$ cat config.mk
export PLATFORM = sky130hd
export DESIGN_NAME = wspr_symbol_scheduler
export DESIGN_NICKNAME = d
export VERILOG_FILES = /design/src/rtl/wspr_symbol_scheduler.sv
export SDC_FILE = /design/constraint.sdc
export NUM_CORES = 1
export LEC_CHECK = 0
export CAP_MARGIN = 25
export CORE_MARGIN = 2
export CORE_UTILIZATION = 37
export DETAILED_ROUTE_END_ITERATION = 10
export HOLD_SLACK_MARGIN = 0.12
export SYNTH_ARGS = -nofsm -noshare
export SYNTH_HDL_FRONTEND = slang
export SYNTH_SLANG_ARGS = --single-unit
$ cat constraint.sdc
create_clock -name clk -period 1.7 [get_ports clk]
set_input_delay 0.34 -clock clk [delete_from_list [all_inputs] [get_ports clk]]
set_output_delay 0.34 -clock clk [all_outputs]
set_load 0.05 [all_outputs]
$ cat src/rtl/wspr_symbol_scheduler.sv
// ---------------------------------------------------------------------------
// wspr_symbol_scheduler
//
// Sequences one WSPR transmission. NUM_SYMBOLS 2-bit tone symbols are pulled
// from the encoder over a sym_req/sym_ack handshake. Each symbol is presented
// on `tone` for exactly TICKS_PER_SYMBOL clocks, and the RF oscillator enable
// is gated around the whole transmission. While one symbol is on air, the
// next one is prefetched so that symbol boundaries are seamless.
//
// Optional feature macro: WSPR_REPEAT_EN
//   When defined, a finished transmission enters a GAP state instead of IDLE.
//   GAP lasts REPEAT_GAP symbol periods with RF off and tx_active still high.
//   After GAP the next transmission is fetched automatically.
//   When undefined, done always returns to IDLE and REPEAT_GAP is unused.
//
// Parameters
//   TICKS_PER_SYMBOL  clocks per symbol (>= 2)
//   NUM_SYMBOLS       symbols per transmission (1..256)
//   REPEAT_GAP        idle symbol periods between auto-repeats
//
// Ports
//   clk        in   system clock
//   rst_n      in   synchronous reset, active low
//   start      in   one-cycle pulse; begins a transmission when idle
//   abort      in   level; terminates any activity
//   sym_req    out  request for the next symbol from the encoder
//   sym_ack    in   encoder presents sym_data (only honoured while sym_req=1)
//   sym_data   in   tone index 0..3
//   tone       out  current tone index to the NCO
//   rf_en      out  RF output enable
//   tx_active  out  high from accepted start until IDLE is re-entered
//   sym_idx    out  index of the symbol currently on tone
//   done       out  one-cycle pulse after the last symbol completes
//   underrun   out  sticky: encoder missed a symbol boundary; cleared by start
// ---------------------------------------------------------------------------
module wspr_symbol_scheduler #(
  parameter int TICKS_PER_SYMBOL = 6826667,
  parameter int NUM_SYMBOLS      = 162,
  parameter int REPEAT_GAP       = 4
) (
  input  logic       clk,
  input  logic       rst_n,
  input  logic       start,
  input  logic       abort,
  output logic       sym_req,
  input  logic       sym_ack,
  input  logic [1:0] sym_data,
  output logic [1:0] tone,
  output logic       rf_en,
  output logic       tx_active,
  output logic [7:0] sym_idx,
  output logic       done,
  output logic       underrun
);

  localparam int              PRE_W    = $clog2(TICKS_PER_SYMBOL);
  localparam logic [PRE_W-1:0] PRE_MAX = PRE_W'(TICKS_PER_SYMBOL - 1);
  localparam logic [7:0]      LAST_IDX = 8'(NUM_SYMBOLS - 1);

  typedef enum logic [1:0] {
    S_IDLE   = 2'd0,
    S_FETCH0 = 2'd1,
    S_TX     = 2'd2,
    S_GAP    = 2'd3
  } state_t;

  state_t            state;
  logic [PRE_W-1:0]  prescaler;
  logic [1:0]        next_tone;
  logic              next_valid;
  logic              ack_ok;
  logic [7:0]        idx_inc;

`ifdef WSPR_REPEAT_EN
  localparam int              GAP_LEN = REPEAT_GAP * TICKS_PER_SYMBOL;
  localparam int              GAP_W   = (GAP_LEN > 1) ? $clog2(GAP_LEN) : 1;
  localparam logic [GAP_W-1:0] GAP_MAX = GAP_W'(GAP_LEN - 1);
  logic [GAP_W-1:0]  gap_cnt;
`else
  // Keeps the repeat-gap parameter referenced when the repeat feature is
  // compiled out, so the parameter list is identical in both builds.
  logic [31:0] unused_repeat_gap;
  assign unused_repeat_gap = 32'(REPEAT_GAP);
`endif

  // An ack only counts while a request is outstanding.
  assign ack_ok  = sym_req & sym_ack;
  assign idx_inc = sym_idx + 8'd1;

  always_ff @(posedge clk) begin
    if (!rst_n) begin
      state      <= S_IDLE;
      prescaler  <= '0;
      sym_idx    <= '0;
      tone       <= '0;
      next_tone  <= '0;
      next_valid <= 1'b0;
      sym_req    <= 1'b0;
      rf_en      <= 1'b0;
      tx_active  <= 1'b0;
      done       <= 1'b0;
      underrun   <= 1'b0;
`ifdef WSPR_REPEAT_EN
      gap_cnt    <= '0;
`endif
    end else begin
      done <= 1'b0;
      if (abort) begin
        // Abort wins over start, boundaries and the done pulse.
        state      <= S_IDLE;
        prescaler  <= '0;
        sym_req    <= 1'b0;
        rf_en      <= 1'b0;
        tone       <= '0;
        tx_active  <= 1'b0;
        next_valid <= 1'b0;
      end else begin
        unique case (state)
          S_IDLE: begin
            if (start) begin
              state     <= S_FETCH0;
              tx_active <= 1'b1;
              sym_req   <= 1'b1;
              underrun  <= 1'b0;
            end
          end

          S_FETCH0: begin
            if (ack_ok) begin
              state      <= S_TX;
              tone       <= sym_data;
              sym_idx    <= '0;
              rf_en      <= 1'b1;
              prescaler  <= '0;
              next_valid <= 1'b0;
              // Prefetch of symbol 1 starts right away if it exists.
              sym_req    <= (LAST_IDX != 8'd0);
            end
          end

          S_TX: begin
            if (prescaler == PRE_MAX) begin
              if (sym_idx == LAST_IDX) begin
                done       <= 1'b1;
                rf_en      <= 1'b0;
                tone       <= '0;
                sym_req    <= 1'b0;
                next_valid <= 1'b0;
                prescaler  <= '0;
`ifdef WSPR_REPEAT_EN
                state      <= S_GAP;
                gap_cnt    <= '0;
`else
                state      <= S_IDLE;
                tx_active  <= 1'b0;
`endif
              end else if (ack_ok || next_valid) begin
                // A same-cycle ack is taken directly from sym_data.
                tone       <= ack_ok ? sym_data : next_tone;
                sym_idx    <= idx_inc;
                prescaler  <= '0;
                next_valid <= 1'b0;
                sym_req    <= (idx_inc != LAST_IDX);
              end else begin
                // Encoder is late: freeze at the boundary, keep the old tone
                // on air, and load as soon as the ack arrives. The late
                // symbol then still gets a full period.
                underrun <= 1'b1;
              end
            end else begin
              prescaler <= prescaler + 1'b1;
              if (ack_ok) begin
                next_tone  <= sym_data;
                next_valid <= 1'b1;
                sym_req    <= 1'b0;
              end
            end
          end

`ifdef WSPR_REPEAT_EN
          S_GAP: begin
            // RF stays off, tx_active stays high; start is ignored here.
            if (gap_cnt == GAP_MAX) begin
              state   <= S_FETCH0;
              sym_req <= 1'b1;
              gap_cnt <= '0;
            end else begin
              gap_cnt <= gap_cnt + 1'b1;
            end
          end
`endif

          default: begin
            state <= S_IDLE;
          end
        endcase
      end
    end
  end

endmodule

==> impl_results.md <==
* First-pass GRT wire length at 12,000 um
* Critical Path Fanout Max at 5
* Largest net degree at the start of global routing at 24
* Die X-Extent at 86.9 um
* Vias in the first global route at 2,540
* Hold WS at 472 ps
* Die height at 86.9 um
* Total track usage at 19.8%
* Max Root-Sink Buffers at 2
* Status: complete, but fails checks
* Post-synth EDFFs at 0
* Placed Area at 3460 um^2
* H-Tree Depth at 2
* Clock latency on the worst-skew pair at 300 ps
* Cell Chain, Critical Path: inv_2 -> ha_4 -> and4bb_1 -> nand4_1 -> buf_6 -> o41ai_2 -> buf_4 -> nand4_1 -> nand3_1
* Worst hold start: tone[0]
* Core box area at 6720 um^2
* Layout Cells excl Fill at 491
* DRT antenna net count at 0
* Post-synthesis cell area at 2540 um^2
* Syn Nets at 318
* Worst Path Arrival at 2060 ps
* Place WS at -395 ps
* DRT Pass-1 Iters at 4
* Top post-synthesis cells by area: dfxtp_1 (34%), xnor2_1 (7.2%), nor2_1 (5.6%), ha_1 (4.4%), nand3_1 (3.7%)
* Final nets at 426
* CTS tree: done
* Pwr Density at 534 nW/um^2
* Asr flop ratio synth at 0%
* Max-Cap Viols at 0
* FF-to-FF Start: prescaler[0]
* Final Wtd Congestion at 0.834
* Hold buffers post-CTS at 0
* Synth top area share at 33.9%
* Worst path required time at 1940 ps
* Worst Hold Path EP: tone[0]
* Total Neg Setup Slack at -1430 ps
* DR iter-0 viols at 93
* Crit path launch type: register
* Synthesized area per cell at 8.42 um^2
* Vias per inst at 5.38
* Slew Limit Fails at 0
* DIE AREA at 7550 um^2
* Placed Instances at 471
* Static leakage at 1.50 nW
* Final Worst Setup Slack at -121 ps
* Transition time of the tightest slew-check pin at 435 ps
* Worst hold path type: reg2reg
* RSZ-0062 raised after global routing: yes
* IO Pins at 22
* Crit end category: register
* Gr ovfl total at 0
* Max incr delay on CP at 350 ps
* Post-synth top cells: dfxtp_1 (43), nor2_1 (38), xnor2_1 (21)
* DP Wirelength at 5230 um
* Diode count at 0
* Worst r2r dst: sym_req
* Clock sink total at 43
* WL/cell at 15.0 um
* Final hold vios at 0
* VDD IR-drop max at 0.323 mV
* Synth area leader: dfxtp_1
* Root buffer cell: clkbuf_8
* Netlist cell types at 61
* Clock slew at reported path FFs at 90 ps
* Max_slew headroom at 70.9%
* Hold path cells at 2
* Crit path kind: reg2reg
* Most numerous cell in the Yosys netlist: dfxtp_1
* Yosys warning count at 0
* CTS Buf Count at 5
* Vias at 2,640
* Min Tclk post-route at 1820 ps
* Post-Syn Instances at 302
* Number of synthesized register bits at 43
* Reg2reg path depth at 9
* Fin crit share at 107%
* Initial antenna violation count at 0
* Routed wire length at 7380 um
* Worst reg-to-reg setup slack at -120 ps
* Cell Rows at 30
* Failing checks: negative setup slack
* Top_reg_cell synth: dfxtp_1
* Crit path max-delay cell type: o41ai_2
* Seq/Total Area, Yosys at 33.9%
* Share of post-route cells with drive strength above 1 at 46.7%
* Post-route cell area at 3990 um^2
* Detailed-route DRC error count at 0
* IO buf count at 21
* Max Fclk at 549 MHz
* Critical Path Most Common Cell: nand4_1
* Skew final at 7.88 ps
* # setup viols final at 31
* Synth-to-Final Area Change at 56.8%
* Starting Density at 37.8%
-- repair_timing --
action,in CTS,in global routing
pin swaps,21,25
setup endpoints to repair,42,42
buffers inserted,5,7
resized for setup,34,35
-- placed cells by master, fill, tap and decap left out, types with 5 or more instances in the layout --
| master | count |
|---|---|
| nor3_1 | 9 |
| a21oi_1 | 6 |
| nand4_1 | 6 |
| dfxtp_4 | 6 |
| dfxtp_1 | 29 |
| ha_4 | 5 |
| nor2_1 | 30 |
| dfxtp_2 | 8 |
| nand3_1 | 16 |
| and3_1 | 5 |
| o211ai_1 | 6 |
| inv_1 | 8 |
| xnor2_1 | 21 |
| clkdlybuf4s50_1 | 6 |
| clkbuf_8 | 5 |
| and4_1 | 7 |
| buf_6 | 10 |
| buf_4 | 97 |
| a31oi_1 | 5 |
| nor2_2 | 7 |
| nand2_1 | 16 |
-- area by class of cell --
cell class | count | area [um^2]
Clock buffer | 7 | 97.6
Clock inverter | 1 | 30.0
Fill cell | 547 | 2730
Inverter | 13 | 53.8
Multi-Input combinational cell | 233 | 1890
Sequential cell | 43 | 893
Tap cell | 80 | 100
Timing Repair Buffer | 114 | 921
-- stage by stage --
| step | utilization [%] | total power [W] |
|---|---|---|
| global route | 59.3 | 0.00219 |
| finish | 59.3 | 0.00213 |
| CTS | 56.0 | 0.00211 |
| global placement | 51.4 | 0.00120 |
| floorplan | - | 0.00112 |
| detailed placement | 51.4 | 0.00120 |
-- kinds of logic after synthesis --
logic type                 share of synthesized area (%)
muxes                                               1.57
buffers and inverters                               4.28
DFF                                                 33.9
adders and majority gates                           4.43
AOI/OAI and AO/OA                                   16.2
and+or+nand+nor                                     32.1
xor gates and xnor gates                            7.58
-- how the worst max path moves through the flow --
stage,startpoint,to,slack (ps),cells after the start
after global routing,prescaler[0],sym_req,-230,9
after global placement,sym_ack,sym_req,-350,6
after detailed placement,sym_ack,sym_req,-390,6
final,prescaler[0],sym_req,-120,9
after CTS,state[1],sym_idx[0],-110,8
after floorplan,sym_idx[2],sym_req,-130,6
-- critical path, delay by kind of cell (launching register included) --
kind | cells | cell delay [ps]
flip-flops | 1 | 330
AND/OR/NAND/NOR | 4 | 560
buffers and inverters | 3 | 420
AO/OA/AOI/OAI | 1 | 350
adder cells (fa/ha/maj) | 1 | 120
-- routing by layer --
metal  wire [um]  share of wire [%]  track usage (%)  up-vias
met3         379                5.1             2.84       12
met4         137                1.9             5.68        0
li1            -                  -                -     1318
met5           0                  0                0        -
met2        3590                 49             33.0       62
met1        3270                 44             26.7     1248
-- registers in the layout, indices dropped and copies added, names as in the netlist --
register,flops
done,1
next_tone,2
next_valid,1
prescaler,23
rf_en,1
state,2
sym_idx,8
sym_req,1
tone,2
tx_active,1
underrun,1
-- power by group --
part	internal (W)	switching, W
registers	0.00100	0.00000892
clock network	0.000529	0.000380
logic	0.0000984	0.000107
No activity file was read; power rests on OpenSTA's default activity.
